<file path="config.mk">
export PLATFORM = sky130hd
export DESIGN_NAME = sha256_msg_sched
export DESIGN_NICKNAME = d
export VERILOG_FILES = /design/src/rtl/sha256_pkg.sv /design/src/rtl/sha256_low_sigma.sv /design/src/rtl/sha256_sched_next_word.sv /design/src/rtl/sha256_msg_sched.sv
export SDC_FILE = /design/constraint.sdc
export NUM_CORES = 1
export LEC_CHECK = 0
export CAP_MARGIN = 15
export CORE_MARGIN = 2
export CORE_UTILIZATION = 50
export CTS_CLUSTER_DIAMETER = 80
export DETAILED_ROUTE_END_ITERATION = 12
export DONT_BUFFER_PORTS = 1
export SYNTH_ARGS = -nofsm -noshare
export SYNTH_HDL_FRONTEND = slang
export SYNTH_SLANG_ARGS = --single-unit
</file>
<file path="constraint.sdc">
create_clock -name clk -period 6.2 [get_ports clk]
set_clock_uncertainty 0.15 [all_clocks]
set_input_delay 0.93 -clock clk [delete_from_list [all_inputs] [get_ports clk]]
set_output_delay 0.93 -clock clk [all_outputs]
set_load 0.02 [all_outputs]
</file>
<file path="src/rtl/sha256_pkg.sv">
// Shared types and sizing for the SHA-256 message schedule stage.
package sha256_pkg;
  localparam int unsigned SHA256_BLOCK_WORDS = 16;
  localparam int unsigned SHA256_ROUNDS      = 64;
  localparam int unsigned WORD_W             = 32;
  localparam int unsigned LOAD_CNT_W         = $clog2(SHA256_BLOCK_WORDS);
  localparam int unsigned IDX_W              = $clog2(SHA256_ROUNDS);

  typedef logic [WORD_W-1:0] word_t;

  typedef enum logic {
    LOAD = 1'b0,
    EMIT = 1'b1
  } sched_state_e;
endpackage

</file>
<file path="src/rtl/sha256_low_sigma.sv">
// SHA-256 small sigma functions used by the message schedule recurrence.
module low_sigma_0_func
  import sha256_pkg::*;
(
  input  word_t x,
  output word_t y
);
  assign y = {x[6:0], x[31:7]} ^ {x[17:0], x[31:18]} ^ {3'b000, x[31:3]};
endmodule

module low_sigma_1_func
  import sha256_pkg::*;
(
  input  word_t x,
  output word_t y
);
  assign y = {x[16:0], x[31:17]} ^ {x[18:0], x[31:19]} ^ {10'b0, x[31:10]};
endmodule

</file>
<file path="src/rtl/sha256_sched_next_word.sv">
// Combinational next schedule word from the current 16-word window taps.
module sha256_sched_next_word
  import sha256_pkg::*;
(
  input  word_t win0,
  input  word_t win1,
  input  word_t win9,
  input  word_t win14,
  output word_t nxt
);
  word_t s0;
  word_t s1;

  low_sigma_0_func u_sigma0 (.x(win1),  .y(s0));
  low_sigma_1_func u_sigma1 (.x(win14), .y(s1));

  // Modulo-2^32 sum; carries out of bit 31 are dropped by the word width.
  assign nxt = s1 + win9 + s0 + win0;
endmodule

</file>
<file path="src/rtl/sha256_msg_sched.sv">
// SHA-256 message schedule: loads 16 words, streams W[0..63] with valid/ready.
// Optional synchronous abort input when SHA256_SCHED_ABORT_EN is defined.
module sha256_msg_sched
  import sha256_pkg::*;
(
  input  logic             clk,
  input  logic             rst_n,
`ifdef SHA256_SCHED_ABORT_EN
  input  logic             abort,
`endif
  input  logic             in_valid,
  output logic             in_ready,
  input  logic [31:0]      in_word,
  output logic             w_valid,
  input  logic             w_ready,
  output logic [31:0]      w_word,
  output logic [IDX_W-1:0] w_idx,
  output logic             w_last,
  output logic             busy
);
  localparam int unsigned NUM_IN_WORDS  = SHA256_BLOCK_WORDS;
  localparam int unsigned NUM_OUT_WORDS = SHA256_ROUNDS;

  sched_state_e          state_q, state_d;
  logic [LOAD_CNT_W-1:0] cnt_q, cnt_d;
  logic [IDX_W-1:0]      t_q, t_d;
  word_t                 win_q [NUM_IN_WORDS];
  word_t                 win_d [NUM_IN_WORDS];
  logic                  in_ready_q, in_ready_d;
  logic                  w_valid_q, w_valid_d;
  logic                  w_last_q, w_last_d;
  logic                  busy_q, busy_d;
  word_t                 nxt;
  logic                  in_hs;
  logic                  w_hs;
  logic                  abort_req;

`ifdef SHA256_SCHED_ABORT_EN
  assign abort_req = abort;
`else
  assign abort_req = 1'b0;
`endif

  sha256_sched_next_word u_next (
    .win0  (win_q[0]),
    .win1  (win_q[1]),
    .win9  (win_q[9]),
    .win14 (win_q[14]),
    .nxt   (nxt)
  );

  assign in_hs = in_valid && in_ready_q;
  assign w_hs  = w_valid_q && w_ready;

  // Next-state, window shift and registered-output decode.
  always_comb begin
    state_d = state_q;
    cnt_d   = cnt_q;
    t_d     = t_q;
    for (int i = 0; i < int'(NUM_IN_WORDS); i++) win_d[i] = win_q[i];

    unique case (state_q)
      LOAD: begin
        if (in_hs) begin
          for (int i = 0; i < int'(NUM_IN_WORDS) - 1; i++) win_d[i] = win_q[i+1];
          win_d[NUM_IN_WORDS-1] = in_word;
          cnt_d = cnt_q + LOAD_CNT_W'(1);
          if (cnt_q == LOAD_CNT_W'(NUM_IN_WORDS - 1)) state_d = EMIT;
        end
      end
      EMIT: begin
        if (w_hs) begin
          for (int i = 0; i < int'(NUM_IN_WORDS) - 1; i++) win_d[i] = win_q[i+1];
          win_d[NUM_IN_WORDS-1] = nxt;
          t_d = t_q + IDX_W'(1);
          if (t_q == IDX_W'(NUM_OUT_WORDS - 1)) begin
            state_d = LOAD;
            cnt_d   = '0;
            t_d     = '0;
          end
        end
      end
      default: state_d = LOAD;
    endcase

    // Abort wins over a coincident handshake: nothing is consumed.
    if (abort_req) begin
      state_d = LOAD;
      cnt_d   = '0;
      t_d     = '0;
      for (int i = 0; i < int'(NUM_IN_WORDS); i++) win_d[i] = win_q[i];
    end

    in_ready_d = (state_d == LOAD);
    w_valid_d  = (state_d == EMIT);
    busy_d     = (state_d == EMIT);
    w_last_d   = (state_d == EMIT) && (t_d == IDX_W'(NUM_OUT_WORDS - 1));
  end

  always_ff @(posedge clk or negedge rst_n) begin
    if (!rst_n) begin
      state_q    <= LOAD;
      cnt_q      <= '0;
      t_q        <= '0;
      for (int i = 0; i < int'(NUM_IN_WORDS); i++) win_q[i] <= '0;
      in_ready_q <= 1'b1;
      w_valid_q  <= 1'b0;
      w_last_q   <= 1'b0;
      busy_q     <= 1'b0;
    end else begin
      state_q    <= state_d;
      cnt_q      <= cnt_d;
      t_q        <= t_d;
      for (int i = 0; i < int'(NUM_IN_WORDS); i++) win_q[i] <= win_d[i];
      in_ready_q <= in_ready_d;
      w_valid_q  <= w_valid_d;
      w_last_q   <= w_last_d;
      busy_q     <= busy_d;
    end
  end

  assign in_ready = in_ready_q;
  assign w_valid  = w_valid_q;
  assign w_word   = win_q[0];
  assign w_idx    = t_q;
  assign w_last   = w_last_q;
  assign busy     = busy_q;
endmodule

</file>
* After elaboration in Yosys (flattened, before gate mapping)
Index checks and enable logic that the tools add are counted.
Widths: inputs -> output; s select.
** Storage, ports and cells
- Flip-flop bits (word level) :: 525
- Input port bits :: 36
- Output and inout port bits :: 42
- Logic and storage cells :: 58
** Cells by class
- Add/sub/neg operators :: 5
- Equality and inequality tests :: 6
- Multiplexer cells :: 15
- Bitwise gates (word level) :: 6
- Reduce and logical (&&, ||, !) cells :: 5
** Operators by type and width (number)
- $mux 512 :: 2
- $pmux 512 s2 :: 1
- $add 32x32->32 :: 3
- $xor 32x32->32 :: 2
- $xor 32x22->32 :: 1
- $xor 32x29->32 :: 1
- $mux 6 :: 3
- $eq 6x6->1 const B :: 2
- $mux 4 :: 3
- $pmux 4 s2 :: 1
- $add 6x1->6 const B :: 1
- $add 4x1->4 const B :: 1
- $eq 4x4->1 const B :: 1
- $mux 1 :: 4
- $ne 2x1->1 const B :: 2
- $logic_and 1x1->1 :: 3
- $reduce_and 3->1 :: 1
- $ne 2x2->1 const B :: 1
- $not 1->1 :: 2
- $pmux 1 s2 :: 1
- $reduce_and 2->1 :: 1

* Longest topological paths before layout
Gate-level depths: netlist of the first run.
- Depth in word-level cells :: 7
- Mapped depth :: 17
- Depth with buffers taken out :: 16

* Modules after synthesis
A second synthesis of the first run with hierarchy kept.
** Unflattened totals
- Cell total of the unflattened synthesis :: 1730
- Area total of the unflattened synthesis :: 24587.3 um^2
** Modules (own cells, without submodules)
- sha256_msg_sched :: instances 1, cells an instance 1213, area an instance 19794.0 um^2, sequential area each 13138.9 um^2
- sha256_sched_next_word :: instances 1, cells an instance 453, area an instance 3452.1 um^2, sequential area each 0.0 um^2
- low_sigma_0_func :: instances 1, cells an instance 32, area an instance 730.7 um^2, sequential area each 0.0 um^2
- low_sigma_1_func :: instances 1, cells an instance 32, area an instance 610.6 um^2, sequential area each 0.0 um^2

* Worst setup path before layout of the first run
No wires, ideal clock.
- Path kind :: reg-to-reg
- Start :: register win_q[50] in the netlist's numbering
- End :: register win_q[31] in the netlist's numbering
- Library setup time :: 87 ps
- Arrival time :: 3739 ps
- Data required time :: 5963 ps
- Setup slack :: 2224 ps
- Cell stages (with the launch flop) :: 17
- Period minus slack after synthesis :: 3976 ps
- Path through :: dfrtp_1 buf_2 xor2_1 xnor2_1 fa_1 fa_1 inv_1 ha_1 inv_1 fa_1 nor2b_1 o2111ai_2 a21boi_1 o21ai_2 a41oi_2 mux2_4 a211oi_2
** On the way
- Cells in the longest elaborated chain, start to end :: 7
** Ends and longest elaborated chain
- start, declared :: line sha256_msg_sched.sv:27 : word_t win_q [NUM_IN_WORDS];
- $xor 32x32->32 :: line sha256_low_sigma.sv:17 : assign y = {x[16:0], x[31:17]} ^ {x[18:0], x[31:19]} ^ {10'b0, x[31:10]};
- $xor 32x22->32 (*) :: line sha256_low_sigma.sv:17
- $add 32x32->32 (*) (3 in series) :: line sha256_sched_next_word.sv:18 : assign nxt = s1 + win9 + s0 + win0;
- $mux 512 (*) :: line sha256_msg_sched.sv:72 : if (w_hs) begin
- $pmux 512 s2 (*) :: line sha256_msg_sched.sv:62 : unique case (state_q)
Every way passes the cells marked *; elsewhere a longest branch is shown, timed or not. The select of a mux whose other input is x is not followed.
A chain may end at the register's enable or synchronous reset.

* Final worst setup path of the first run
- Start :: register win_q[35] in the netlist's numbering
- End :: register win_q[28] in the netlist's numbering
** On the way
- Cells in the longest elaborated chain, start to end :: 7
** Ends and longest elaborated chain (line)
- $xor 32x32->32 :: sha256_low_sigma.sv:17
- $xor 32x22->32 :: sha256_low_sigma.sv:17
- $add 32x32->32 (3 in series) :: sha256_sched_next_word.sv:18
- $mux 512 :: sha256_msg_sched.sv:72
- $pmux 512 s2 :: sha256_msg_sched.sv:62
No other way between the ends. The select of a mux whose other input is x is not followed.

==> results of run 1 <==
==> path summary, 6_finish.rpt <==
check / end / slack (ps) / cells after the start
max in group asynchronous: busy / 3840 / 0
max reg2reg: win_q[28] / 1420 / 13
max: win_q[28] / 1420 / 13
min in group clk: win_q[175] / 310 / 2
min: win_q[415] / -130 / 0
min reg2reg: win_q[175] / 310 / 2
==> layout make-up <==
type,count,share of cell area
sequential,525,0.491
tap,664,0.0310
clock buffer,76,0.0600
timing repair buffer,9,0.00533
multi-input combinational,1937,0.382
clock inverter,26,0.0129
inverter,129,0.0181
==> logic make-up after synthesis <==
logic type	share of synthesized area
simple gates	0.229
buf+inv	0.0531
xor+xnor	0.0522
fa+ha+maj	0.0671
mux	0.00604
flops	0.533
compound gates	0.0599
==> flip-flops by register name, indices dropped and copies added (netlist names) <==
name,count
in_ready,1
w_word,32
cnt_q,4
busy,1
w_idx,6
win_q,480
w_last,1
==> worst register-to-register path: cells and delay by family, from the launching register on <==
| kind | cells | cell delay [ps] |
|---|---|---|
| fa+ha+maj | 3 | 1620 |
| simple gates | 3 | 1190 |
| xor+xnor | 2 | 590 |
| compound gates | 4 | 580 |
| flops | 1 | 500 |
| buf+inv | 1 | 40 |
==> cells in the mapped netlist, types with 4 or more instances <==
cell	n
buf_6	5
nand2_1	1320
o21ai_1	7
fa_1	62
a221oi_1	4
buf_2	82
buf_1	4
nand3b_1	5
xnor2_1	91
dfrtp_1	524
nor3_1	6
nand4_1	13
ha_1	33
a21oi_1	50
a21o_1	11
nor2_1	23
nor3b_1	6
and4_1	5
nand2b_1	7
clkbuf_1	83
o21a_1	5
mux2i_1	10
o21bai_1	6
inv_1	129
nand3_1	17
and3_1	9
xor2_1	56
o211ai_1	5
or3_1	7
o21ai_0	125
a22oi_1	4
==> metal layers <==
layer,share of wire,track usage,up-vias
li1,-,-,8330
met1,0.46,0.364,8599
met2,0.45,0.394,392
met3,0.069,0.0679,85
met4,0.027,0.0793,0
met5,0,0,-
==> metrics by stage <==
step           cells  worst slack, ps   util  area [um^2]
4_1_cts         3366             1570  0.549        26800
3_3_place_gp    3264             1580  0.509        24800
6_report        3366             1420  0.549        26800
3_5_place_dp    3264             1560  0.509        24800
5_1_grt         3366             1300  0.549        26800
2_1_floorplan   2770             2220      -        24600
==> flow_summary.toml, run 1 <==
[clocking]
numCtsBuffers = 56
htreeDepth = 2
clock-root-buffer = "clkbuf_16"
tritoncts = "yes"
clk_pin_slew_ps = 60
worstSkewPairLatency_ps = 630
cts_setup_buffers = 0
cts_buffer_depth = 3
cts_resized = 0
cts_sinks = 525

[synth]
ys_async_sr_fraction = 1.00
syn_nets = 2901
seq_area_frac_synth = 0.533
syn_area_mm2 = 0.0246
postSynthAreaPerCell_um2 = 8.90
synthTopCellsByArea = "dfrtp_1, nand2_1, fa_1, xnor2_1, o21ai_0"
yosys_warnings = 0
yosysTopAreaCell = "dfrtp_1"
yosysTopAreaCellShare = 0.532
ys_seq_elements = 525
synthDistinctLibCells = 67
synth_edf_count = 0
synth_ff_type = "dfrtp_1"
syn_inst = 2770

[finish]
final_common_cell = "nand2_1"
multi_input_area_mm2 = 0.0102
regArea_mm2 = 0.0131
fillers = 4518
layout_common_cells = "nand2_1, dfrtp_1, inv_1, o21ai_0, xnor2_1"
num_antenna_cells = 0
syn_to_final_growth_pct = 8.59
nets = 2789
drive_gt1_frac = 0.0481

[floorplan]
start_util = 0.506
io_pins = 78
rows = 81
die_h_um = 226
die_x_um = 226
core_mm2 = 0.0487
design.die.area_mm2 = 0.0511

[sta]
worst_pin_slew_ps = 2570
slew_viol_final = 315
setup_viol = 0
min_period_ps = 4780
rsz0062_at_grt = "false"
max_freq_ghz = 0.209
whs_ps = -133
setup_tns_ps = 0
hold_violations = 71
slew_headroom = -0.711
fin_crit_sh = 0.771

[worst_setup_path]
cp_slowest_cell = "fa_1"
criticalPathCategory = "reg2reg"
cp-end-kind = "flip-flop"
r2r_start = "win_q[35]"
critical_path_arrival_ps = 5140
critPathTopFamily = "adder cells"
worst-path-buf-inv = 1
cp.required_ps = 6560
critPathMaxFanout = 8
cp-startpoint = "win_q[35]"
crit_chain = "xor2_1 -> xnor2_1 -> fa_1 -> fa_1 -> inv_1 -> ha_1 -> nand4_1 -> nor3_1 -> or3_1 -> a221oi_2 -> o21ai_1 -> o21ai_1 -> o311ai_1"
worstSetupStartpointType = "flip-flop"
max_stage_delay_ps = 560

[grt]
antenna_found_initial = 0
grt_max_degree = 526
grt_pass1_wl_mm = 99.4
grt_usage = 0.259
grt_overflow = 0
first_global_vias = 16800

[route]
post_drt_via_cell_ratio = 5.17
wl_per_cell_um = 19.0
drtIter0Drc = 1642
drc = 0
dr.pass1.iters = 7
routed_wirelength_mm = 64.1
ant_nets = 0
vias = 17400

[placed_design]
place.gp.congestion = 0.949
io_buffers = 0
place_hpwl_mm = 44.1

[outcome]
status = "complete, but fails checks"
violations = "negative hold slack, max-slew violations"

[worst_hold_path]
holdCritPathClass = "in2async"

[run]
cap_violations = 0
Power of run 1 is not shown: default switching activity piles up to over one toggle a cycle in this logic, so the estimate is an artifact.
==> run 2: changes to the inputs <==
==> constraint.sdc (replaced) <==
create_clock -name clk -period 4.8 [get_ports clk]
set_clock_uncertainty 0.15 [all_clocks]
set_input_delay 0.72 -clock clk [delete_from_list [all_inputs] [get_ports clk]]
set_output_delay 0.72 -clock clk [all_outputs]
set_load 0.02 [all_outputs]
==> run 2 against run 1 <==
- the run still ends with negative hold slack, max-slew violations left
- flip-flop and latch count did not move
- final area is 0.36% higher
- routed wire length decreased by 0.38%
- first-iteration DRC count shrank 11%
- non-clock buffer count up 19
- die area did not move
- global-route usage fell by 0.14 points
- register-to-register slack got worse by 1200 ps
- clock-buffer cell count increased by 2
- worst hold slack worse by 210 ps
- core utilization is 0.20 points higher
==> flow_summary.toml, run 2 (same netlist as run 1, synthesis figures left out) <==
[finish]
top_register = "win_q"
final_common_cell = "nand2_1"
num_antenna_cells = 0
nets = 2807
syn_to_final_growth_pct = 8.98
layout_common_cells = "nand2_1, dfrtp_1, inv_1, o21ai_0, xnor2_1"
largest_reg_flops = 480
drive_gt1_frac = 0.0533

[floorplan]
rows = 81
start_util = 0.506
core_mm2 = 0.0487
design.die.area_mm2 = 0.0511
die_h_um = 226
die_x_um = 226
io_pins = 78

[sta]
min_period_ps = 4550
max_freq_ghz = 0.220
hold_violations = 463
worst_slack_ps = 248
slew_headroom = -0.0502
fin_crit_sh = 0.948
slew_viol_final = 50
rsz0062_at_grt = "false"
whs_ps = -342
worst_pin_slew_ps = 1580
setup_viol = 0
setup_tns_ps = 0

[worst_setup_path]
cp-end-kind = "flip-flop"
cp.required_ps = 5120
critPathMaxFanout = 10
critical_path_arrival_ps = 4870
worstSetupStartpointType = "flip-flop"
criticalPathCategory = "reg2reg"

[grt]
grt_max_degree = 526
antenna_found_initial = 0
grt_overflow = 0
grt_usage = 0.258
first_global_vias = 16600
grt_pass1_wl_mm = 99.0

[outcome]
violations = "negative hold slack, max-slew violations"
status = "complete, but fails checks"

[route]
routed_wirelength_mm = 63.8
post_drt_via_cell_ratio = 5.10
drc = 0
dr.pass1.iters = 5
wl_per_cell_um = 18.9
ant_nets = 0
vias = 17300
drtIter0Drc = 1462

[clocking]
worstSkewPairLatency_ps = 620
numCtsBuffers = 55
cts_setup_buffers = 0
cts_sinks = 525
htreeDepth = 2
cts_buffer_depth = 3
tritoncts = "yes"
clk_pin_slew_ps = 60
clock-root-buffer = "clkbuf_16"
cts_resized = 0

[worst_hold_path]
holdCritPathClass = "in2async"

[placed_design]
place.gp.congestion = 0.897
place_hpwl_mm = 44.6
io_buffers = 0
place_ws_ps = 358

[run]
cap_violations = 0
==> run 2: cell types whose count changed in the layout (fill, tap and decap cells not counted), sizes merged <==
cell,previous run,this run
clkbuf,76,78
bufinv,7,5
buf,9,28
inv,132,131
clkinvlp,1,2
==> run 2: through the flow <==
stage                     cells  hold slack (ps)   util  cell area, um^2
final                      3385             -342  0.551            26900
after global routing       3385             -364  0.551            26900
after CTS                  3385             -366  0.551            26900
after detailed placement   3283              287  0.513            25000
after global placement     3283              287  0.513            25000
after floorplan            2770              274      -            24600
==> run 2: worst max-delay path, stage by stage, from the launching register on <==
cell and delay [ps]:
dfrtp_1 470, xor2_1 210, xnor2_1 350, fa_1 530
fa_1 570, inv_1 50, ha_1 490, and3_1 280
a22oi_1 450, nand4_1 240, a21oi_1 200, xor2_1 310
a21oi_1 110
==> run 2: layout make-up <==
class	count	area, um^2
inverters	129	484
clock inverters	24	283
flip-flops and latches	525	13100
multi-input cells	1937	10200
well taps	664	831
repair buffers	28	323
fillers	4490	21900
clock buffers	78	1580
==> run 2: path summary, 6_finish.rpt <==
| path | from | end | slack [ps] | cells past startpoint |
|---|---|---|---|---|
| worst max-delay path | win_q[33] | win_q[26] | 250 | 12 |
| worst min-delay path | rst_n | win_q[351] | -340 | 0 |
| worst max register to register | win_q[33] | win_q[26] | 250 | 12 |
| worst min register to register | win_q[84] | win_q[116] | 310 | 2 |
| max in group asynchronous | rst_n | busy | 3490 | 0 |
| min in group clk | in_word[29] | win_q[29] | 130 | 2 |
==> run 2: per-layer routing <==
layer  global-route usage  wire, um  share of wire
met2                0.384     28300           0.44
met3               0.0484      3600          0.056
met5                    0         0              0
met4               0.0840      1970          0.031
met1                0.379     30000           0.47
Power of run 2 is left out for the same reason.
